File: src/rtl/s_msg_buffer_if.sv
// s_msg_buffer_if: groups the SPI-side, TX-memory and display-side signals of s_msg_buffer.
//   master : the environment (SPI shifter, TX writer, screen logic) driving the buffer
//   slave  : the s_msg_buffer itself
interface s_msg_buffer_if #(
    parameter int unsigned DATA_W = 8,
    parameter int unsigned ADDR_W = 6
);
    // SPI shifter side
    logic              is_receiveing;
    logic [DATA_W-1:0] i_data;
    logic              is_transmitting;
    logic              SS;
    logic [DATA_W-1:0] o_data;

    // TX message programming
    logic [ADDR_W:0]   tx_len;
    logic              tx_wr_en;
    logic [ADDR_W-1:0] tx_wr_addr;
    logic [DATA_W-1:0] tx_wr_data;

    // Display side
    logic [ADDR_W-1:0] rd_addr;
    logic [DATA_W-1:0] rd_data;
    logic [ADDR_W:0]   frame_len;
    logic              frame_done;
    logic              overflow;

    modport master (
        output is_receiveing, i_data, is_transmitting, SS,
        output tx_len, tx_wr_en, tx_wr_addr, tx_wr_data,
        output rd_addr,
        input  o_data, rd_data, frame_len, frame_done, overflow
    );

    modport slave (
        input  is_receiveing, i_data, is_transmitting, SS,
        input  tx_len, tx_wr_en, tx_wr_addr, tx_wr_data,
        input  rd_addr,
        output o_data, rd_data, frame_len, frame_done, overflow
    );
endinterface

File: src/rtl/s_msg_buffer.sv
// s_msg_buffer: SPI-slave message buffer.
//   Collects received bytes into a double-buffered frame memory (frame ends on SS rise),
//   serves a filtered, registered character read port, and feeds a wrapping, programmable
//   transmit message back to the SPI shifter.
// Ports:
//   clk        : system clock, rising edge
//   btn_reset  : asynchronous active-low reset
//   soft_clear : synchronous one-cycle clear of frame/TX state (memories kept)
//   bus        : s_msg_buffer_if.slave (SPI status/data, TX memory port, display port)
module s_msg_buffer #(
    parameter int unsigned DATA_W   = 8,
    parameter int unsigned DEPTH    = 64,
    parameter int unsigned ADDR_W   = 6,
    parameter int unsigned CHAR_MIN = 32,
    parameter int unsigned CHAR_MAX = 126,
    parameter int unsigned FILL     = 32
) (
    input  logic          clk,
    input  logic          btn_reset,
    input  logic          soft_clear,
    s_msg_buffer_if.slave bus
);
    localparam int unsigned PTR_W = ADDR_W + 1;
    localparam logic [PTR_W-1:0] DEPTH_P = PTR_W'(DEPTH);

    // ------------------------------------------------------------------
    // SPI-domain status synchronisers: [0],[1] sync stages, [2] history
    // ------------------------------------------------------------------
    logic [2:0] rx_sync;
    logic [2:0] tx_sync;
    logic [2:0] ss_sync;
    logic       rx_evt;
    logic       tx_evt;
    logic       end_evt;

    always_ff @(posedge clk or negedge btn_reset) begin
        if (!btn_reset) begin
            rx_sync <= 3'b000;
            tx_sync <= 3'b000;
            ss_sync <= 3'b111;
        end else begin
            rx_sync <= {rx_sync[1:0], bus.is_receiveing};
            tx_sync <= {tx_sync[1:0], bus.is_transmitting};
            ss_sync <= {ss_sync[1:0], bus.SS};
        end
    end

    assign rx_evt  = rx_sync[2] & ~rx_sync[1];
    assign tx_evt  = tx_sync[2] & ~tx_sync[1];
    assign end_evt = ~ss_sync[2] & ss_sync[1];

    // ------------------------------------------------------------------
    // RX framing and bank control
    // ------------------------------------------------------------------
    logic [PTR_W-1:0] wr_ptr;
    logic [PTR_W-1:0] ptr_after;
    logic             bank_sel;
    logic             wr_bank;
    logic             rx_store;
    logic             rx_drop;
    logic [PTR_W-1:0] frame_len_q;
    logic             frame_done_q;
    logic             overflow_q;

    // ptr_after already counts a byte arriving in the same cycle as the frame end
    always_comb begin
        rx_store  = rx_evt && (wr_ptr < DEPTH_P);
        rx_drop   = rx_evt && !rx_store;
        ptr_after = wr_ptr + PTR_W'(rx_store);
        wr_bank   = ~bank_sel;
    end

    always_ff @(posedge clk or negedge btn_reset) begin
        if (!btn_reset) begin
            wr_ptr       <= '0;
            bank_sel     <= 1'b0;
            frame_len_q  <= '0;
            frame_done_q <= 1'b0;
            overflow_q   <= 1'b0;
        end else begin
            frame_done_q <= 1'b0;
            if (soft_clear) begin
                wr_ptr      <= '0;
                bank_sel    <= 1'b0;
                frame_len_q <= '0;
                overflow_q  <= 1'b0;
            end else begin
                if (rx_drop) begin
                    overflow_q <= 1'b1;
                end
                if (end_evt && (ptr_after != '0)) begin
                    bank_sel     <= ~bank_sel;
                    frame_len_q  <= ptr_after;
                    frame_done_q <= 1'b1;
                    wr_ptr       <= '0;
                end else begin
                    wr_ptr <= ptr_after;
                end
            end
        end
    end

    // Two RX banks; contents are never cleared, frame_len gates what is visible
    logic [DATA_W-1:0] rx_mem [2][DEPTH];

    always_ff @(posedge clk) begin
        if (rx_store && !soft_clear) begin
            rx_mem[wr_bank][wr_ptr[ADDR_W-1:0]] <= bus.i_data;
        end
    end

    // ------------------------------------------------------------------
    // Filtered display read port (1-cycle latency)
    // ------------------------------------------------------------------
    logic [DATA_W-1:0] disp_byte;
    logic [DATA_W-1:0] rd_data_q;
    logic              rd_fill;

    always_comb begin
        disp_byte = rx_mem[bank_sel][bus.rd_addr];
        rd_fill   = (PTR_W'(bus.rd_addr) >= frame_len_q)
                 || (disp_byte < DATA_W'(CHAR_MIN))
                 || (disp_byte > DATA_W'(CHAR_MAX));
    end

    always_ff @(posedge clk or negedge btn_reset) begin
        if (!btn_reset) begin
            rd_data_q <= '0;
        end else begin
            rd_data_q <= rd_fill ? DATA_W'(FILL) : disp_byte;
        end
    end

    // ------------------------------------------------------------------
    // TX message memory, reloaded with the default banner on reset
    // ------------------------------------------------------------------
    logic [DATA_W-1:0] tx_mem [DEPTH];

    function automatic logic [DATA_W-1:0] tx_default(input int unsigned idx);
        case (idx)
            0:       return DATA_W'(8'h46); // F
            1:       return DATA_W'(8'h52); // R
            2:       return DATA_W'(8'h4F); // O
            3:       return DATA_W'(8'h4D); // M
            4:       return DATA_W'(8'h20); // space
            5:       return DATA_W'(8'h53); // S
            6:       return DATA_W'(8'h4C); // L
            7:       return DATA_W'(8'h41); // A
            8:       return DATA_W'(8'h56); // V
            9:       return DATA_W'(8'h45); // E
            default: return '0;
        endcase
    endfunction

    always_ff @(posedge clk or negedge btn_reset) begin
        if (!btn_reset) begin
            for (int unsigned i = 0; i < DEPTH; i++) begin
                tx_mem[ADDR_W'(i)] <= tx_default(i);
            end
        end else if (bus.tx_wr_en) begin
            tx_mem[bus.tx_wr_addr] <= bus.tx_wr_data;
        end
    end

    // ------------------------------------------------------------------
    // TX index / output byte
    // ------------------------------------------------------------------
    logic [ADDR_W-1:0] tx_idx;
    logic              tx_load;
    logic [PTR_W-1:0]  idx_inc;
    logic [ADDR_W-1:0] idx_nxt;
    logic [DATA_W-1:0] o_data_q;

    // '>=' also recovers cleanly if tx_len shrinks below the current index
    always_comb begin
        idx_inc = PTR_W'(tx_idx) + PTR_W'(1);
        idx_nxt = (idx_inc >= bus.tx_len) ? '0 : idx_inc[ADDR_W-1:0];
    end

    always_ff @(posedge clk or negedge btn_reset) begin
        if (!btn_reset) begin
            o_data_q <= '0;
            tx_idx   <= '0;
            tx_load  <= 1'b1;
        end else if (soft_clear) begin
            tx_idx   <= '0;
            tx_load  <= 1'b1;
        end else if (bus.tx_len == '0) begin
            o_data_q <= '0;
            tx_idx   <= '0;
            tx_load  <= 1'b0;
        end else if (tx_load || end_evt) begin
            o_data_q <= tx_mem[0];
            tx_idx   <= '0;
            tx_load  <= 1'b0;
        end else if (tx_evt) begin
            o_data_q <= tx_mem[idx_nxt];
            tx_idx   <= idx_nxt;
        end
    end

    assign bus.o_data     = o_data_q;
    assign bus.rd_data    = rd_data_q;
    assign bus.frame_len  = frame_len_q;
    assign bus.frame_done = frame_done_q;
    assign bus.overflow   = overflow_q;

endmodule

File: src/flat_wrapper.sv
// flat-port wrapper written by rule: the top's interface ports become plain ports
module s_msg_buffer_flat 
#(
    parameter int unsigned DATA_W   = 8,
    parameter int unsigned DEPTH    = 64,
    parameter int unsigned ADDR_W   = 6,
    parameter int unsigned CHAR_MIN = 32,
    parameter int unsigned CHAR_MAX = 126,
    parameter int unsigned FILL     = 32
)
  (clk, btn_reset, soft_clear, bus_is_receiveing, bus_i_data, bus_is_transmitting, bus_SS, bus_tx_len, bus_tx_wr_en, bus_tx_wr_addr, bus_tx_wr_data, bus_rd_addr, bus_o_data, bus_rd_data, bus_frame_len, bus_frame_done, bus_overflow);
  s_msg_buffer_if #(.DATA_W(DATA_W), .ADDR_W(ADDR_W)) bus_i ();
  input  logic clk;
  input  logic btn_reset;
  input  logic soft_clear;
  input wire logic [$bits(bus_i.is_receiveing)-1:0] bus_is_receiveing;
  input wire logic [$bits(bus_i.i_data)-1:0] bus_i_data;
  input wire logic [$bits(bus_i.is_transmitting)-1:0] bus_is_transmitting;
  input wire logic [$bits(bus_i.SS)-1:0] bus_SS;
  input wire logic [$bits(bus_i.tx_len)-1:0] bus_tx_len;
  input wire logic [$bits(bus_i.tx_wr_en)-1:0] bus_tx_wr_en;
  input wire logic [$bits(bus_i.tx_wr_addr)-1:0] bus_tx_wr_addr;
  input wire logic [$bits(bus_i.tx_wr_data)-1:0] bus_tx_wr_data;
  input wire logic [$bits(bus_i.rd_addr)-1:0] bus_rd_addr;
  output wire logic [$bits(bus_i.o_data)-1:0] bus_o_data;
  output wire logic [$bits(bus_i.rd_data)-1:0] bus_rd_data;
  output wire logic [$bits(bus_i.frame_len)-1:0] bus_frame_len;
  output wire logic [$bits(bus_i.frame_done)-1:0] bus_frame_done;
  output wire logic [$bits(bus_i.overflow)-1:0] bus_overflow;
  assign bus_i.is_receiveing = bus_is_receiveing;
  assign bus_i.i_data = bus_i_data;
  assign bus_i.is_transmitting = bus_is_transmitting;
  assign bus_i.SS = bus_SS;
  assign bus_i.tx_len = bus_tx_len;
  assign bus_i.tx_wr_en = bus_tx_wr_en;
  assign bus_i.tx_wr_addr = bus_tx_wr_addr;
  assign bus_i.tx_wr_data = bus_tx_wr_data;
  assign bus_i.rd_addr = bus_rd_addr;
  assign bus_o_data = bus_i.o_data;
  assign bus_rd_data = bus_i.rd_data;
  assign bus_frame_len = bus_i.frame_len;
  assign bus_frame_done = bus_i.frame_done;
  assign bus_overflow = bus_i.overflow;
  s_msg_buffer #(.DATA_W(DATA_W), .DEPTH(DEPTH), .ADDR_W(ADDR_W), .CHAR_MIN(CHAR_MIN), .CHAR_MAX(CHAR_MAX), .FILL(FILL)) u_core (.clk(clk), .btn_reset(btn_reset), .soft_clear(soft_clear), .bus(bus_i));
endmodule
File: config.mk
export PLATFORM = sky130hd
export DESIGN_NAME = s_msg_buffer_flat
export DESIGN_NICKNAME = d
export VERILOG_FILES = /design/src/rtl/s_msg_buffer_if.sv /design/src/rtl/s_msg_buffer.sv /design/src/flat_wrapper.sv
export SDC_FILE = /design/constraint.sdc
export NUM_CORES = 2
export LEC_CHECK = 0
export BUFFER_PORTS_ARGS = -buffer_cell sky130_fd_sc_hd__buf_2
export CAP_MARGIN = 20
export CORE_MARGIN = 1.5
export CORE_UTILIZATION = 55
export CTS_CLUSTER_SIZE = 30
export DETAILED_ROUTE_END_ITERATION = 8
export PLACE_DENSITY = 0.73
export SETUP_SLACK_MARGIN = 0.2
export SLEW_MARGIN = 5
export SYNTH_ARGS = -nofsm -noshare
export SYNTH_HDL_FRONTEND = slang
export SYNTH_SLANG_ARGS = --single-unit
File: constraint.sdc
create_clock -name clk -period 4.1 [get_ports clk]
set_clock_uncertainty 0.05 [all_clocks]
set_input_delay 0.615 -clock clk [delete_from_list [all_inputs] [get_ports clk]]
set_output_delay 0.615 -clock clk [all_outputs]
set_load 0.05 [all_outputs]
==> results.toml <==
[placement]
portBuffers = 66
place_ws_ns = -0.240
dp_hpwl_um = 113000
gp_congestion = 0.950

[yosys]
yosysTopAreaCell = "edfxtp_1"
synthSimpleGateAreaFrac_pct = 3.85
synth.ff_latch_count = 1585
yosysUniqueCellTypes = 78
synth-xor-area-share_pct = 0.132
yosys-mux-area-fraction_pct = 20.5
synth_area_mm2 = 0.0661
synth_flop_cell = "edfxtp_1"
synthCells = 3910
synth_edf_count = 1024
synth_compound_area_share_pct = 5.44
yosysTopAreaCellShare_pct = 46.5
yosysSeqAreaShare_pct = 67.8
syn_area_per_cell_um2 = 16.9
ys_warn_count = 0
synth_top_family_by_area = "multiplexers"
synth_fa_ha_area_share_pct = 0.303
syn_nets = 3968
synthTopCellsByArea = "edfxtp_1, dfrtp_1, mux4_2"
synth-async-reset-ratio_pct = 35.4

[power]
leakage_nw = 27.7
power.switching_mw = 8.21
switching_share_pct = 23.1
comb_power_share_pct = 8.5
share_seq_of_total_power_pct = 51.2
power-per-cell-area_mw_per_mm2 = 474
internal_power_mw = 27.3
power.total_mw = 35.5
clkPwrFrac_pct = 40.3
ir_drop_mv = 0.572

[timing]
slew_headroom_pct = 23.4
timing.fmax_mhz = 262
rsz0062_at_grt = "false"
hold_violations = 0
worstMarginPinSlew_ns = 1.15
setup_viol = 0
worst_slack_ns = 0.282
finalCritPeriodShare_pct = 93.1
min_period_ns = 3.82
drv_slew = 0

[routing]
drt-pass1-iter-count = 6
wl_per_cell_um = 30.0
drt_iter0_drc = 5365
vias = 38388
ant_nets = 0
via_per_inst = 6.54
drc = 0
wl_um = 176000

[clock_network]
cts.sinks = 1585
cts_made_buffers = 158
clk_pin_slew_ns = 0.06
cts_root_buffer = "clkbuf_16"
h-tree-depth = 4
cts_tree = "built"
clockBufferDepth = 3
clk_latency_ns = 0.80

[critical_path]
r2r_slack_ns = 0.28
critical_path_class = "flop to flop"
cp.required_ns = 4.72
critPathLaunchType = "flop"
reg2reg_from = "u_core.tx_idx[0]$_DFFE_PN0P_"
end_kind = "flop"
crit_fanout = 35
reg2reg_to = "u_core.bus.o_data[2]$_DFFE_PN0P_"
cp.arrival_ns = 4.43
r2r_cells = 16

[run]
cap_violations = 0

[grt]
grtUsageTotal_pct = 29.0
grt_pass1_vias = 38069
grt-ovfl-total = 0
grt_pass1_wl_um = 258000
antenna_found_initial = 5
grt_max_degree = 114

[floorplan]
rows = 127
initial_core_util_pct = 55.3
dieArea_mm2 = 0.122
core_area_mm2 = 0.119
die_y_um = 350
ios = 67
die_width_um = 350

[finish]
fillers = 8323
drive_gt1_share_pct = 34.1
fin_nets = 4188
area_delta_synth_final_pct = 13.3
fin_util_pct = 62.7

[status]
status = "finished, final reports clean"

[hold_path]
hp-start = "soft_clear"
holdPathEnd = "u_core.bus.frame_len[4]$_DFFE_PN0P_"
hp-class = "input pin to flop"
hold_depth = 2
## flip-flops by register name, summed over array words and instances (netlist names), 3 cells and up
register	cells
u_core.rx_mem	1024
u_core.tx_mem	512
u_core.bus.o_data	8
u_core.bus.rd_data	8
u_core.bus.frame_len	7
u_core.wr_ptr	7
u_core.tx_idx	6
u_core.rx_sync	3
u_core.ss_sync	3
u_core.tx_sync	3
## worst max-delay path by stage
stage | cells after the start | startpoint | endpoint | slack (ns)
detailed placement | 15 | u_core.tx_idx[0]$_DFFE_PN0P_ | u_core.bus.o_data[2]$_DFFE_PN0P_ | -0.24
global placement | 15 | u_core.tx_idx[0]$_DFFE_PN0P_ | u_core.bus.o_data[2]$_DFFE_PN0P_ | -0.17
finish | 16 | u_core.tx_idx[0]$_DFFE_PN0P_ | u_core.bus.o_data[2]$_DFFE_PN0P_ | 0.28
CTS | 12 | u_core.tx_idx[0]$_DFFE_PN0P_ | u_core.bus.o_data[0]$_DFFE_PN0P_ | 0.20
global route | 15 | u_core.tx_idx[2]$_DFFE_PN0P_ | u_core.bus.o_data[7]$_DFFE_PN0P_ | 0.18
floorplan | 15 | u_core.tx_idx[0]$_DFFE_PN0P_ | u_core.bus.o_data[5]$_DFFE_PN0P_ | 0.22
## worst max-delay path: stages, from the launching register on
cell	delay, ns
dfrtp_4	0.45
ha_2	0.23
nand3_1	0.13
xnor2_2	0.21
ha_1	0.29
a21o_1	0.25
a211oi_2	0.24
buf_4	0.17
o21ai_4	0.07
buf_12	0.18
buf_12	0.19
a221oi_1	0.27
o22ai_1	0.16
a2bb2oi_1	0.18
a211oi_2	0.37
buf_4	0.17
a211oi_1	0.06
## Yosys cell counts (34+ instances only)
| master | count |
|---|---|
| a221oi_1 | 40 |
| a211oi_1 | 48 |
| buf_1 | 34 |
| mux2i_1 | 107 |
| a21oi_1 | 88 |
| o21ai_0 | 53 |
| mux4_2 | 281 |
| nor2_1 | 223 |
| clkbuf_1 | 164 |
| a22oi_1 | 44 |
| mux2_2 | 548 |
| nand3_1 | 39 |
| o22ai_1 | 50 |
| dfstp_2 | 36 |
| nand2_1 | 186 |
| edfxtp_1 | 1024 |
| dfrtp_1 | 525 |
## cell type report
cell class,count,area (um2),share of cell area [%]
flip-flops and latches,1585,44800,59.9
multi-input cells,2046,20200,26.9
clock buffers,215,4390,5.87
repair buffers,320,2700,3.60
well taps,1612,2020,2.69
clock inverters,72,704,0.941
inverters,19,71.3,0.0952
diodes,2,5.00,0.00668
## metrics by stage
step	area, um2	hold slack (ns)	std cells	TNS, ns
floorplan	66100	0.269	3910	0
global placement	69600	0.294	5568	-0.215
detailed placement	69600	0.286	5570	-0.308
CTS	74800	0.131	5863	0
global route	74900	0.168	5871	0
finish	74900	0.171	5871	0
## cell families (layout without fill, tap and decap cells)
kind of cell    Yosys count  after routing
fa+ha+maj                16             16
compound gates          505            505
mux                     936            936
simple gates            578            578
buf+inv                 279            626
xor+xnor                 10             10
other cells               1              3
flops                  1585           1585
## power groups by stage
stage	combinational, mW	sequential [mW]	clock, mW
2_1_floorplan	1.83	18.4	0
3_3_place_gp	2.91	18.5	0
3_5_place_dp	2.98	18.5	0
4_1_cts	3.00	18.2	14.5
5_1_grt	3.20	18.2	15.1
6_report	3.02	18.2	14.3
## per-layer routing
layer,wire length [um],share of wire [%],global-route usage (%)
met5,9,0.0051,0
met4,5060,2.9,9.25
met3,18000,10,6.36
met2,81800,47,44.3
met1,70900,40,42.1
## cell usage in the layout, fill, tap and decap left out, types with 28 or more instances in the layout
cell type and count:
a211oi_1 44, a21oi_1 87, a221oi_1 40, a22oi_1 44, a31oi_1 29, buf_12 31, buf_2 52, buf_4 228
clkbuf_1 39, clkbuf_16 162, dfrtp_1 523, dfstp_2 36, edfxtp_1 1024, mux2_2 548, mux2i_1 107, mux4_2 281
nand2_1 186, nand3_1 39, nor2_1 222, nor3_1 28, o21ai_0 50, o22ai_1 50
## what timing repair did
item	in CTS	in global routing
endpoints found under the hold margin	90	0
setup endpoints to repair	8	8
buffers inserted	2	6
resized for setup	3	17
pin swaps	1	4
hold buffers	4	0
Note: power is estimated with default switching activity, not from simulation.
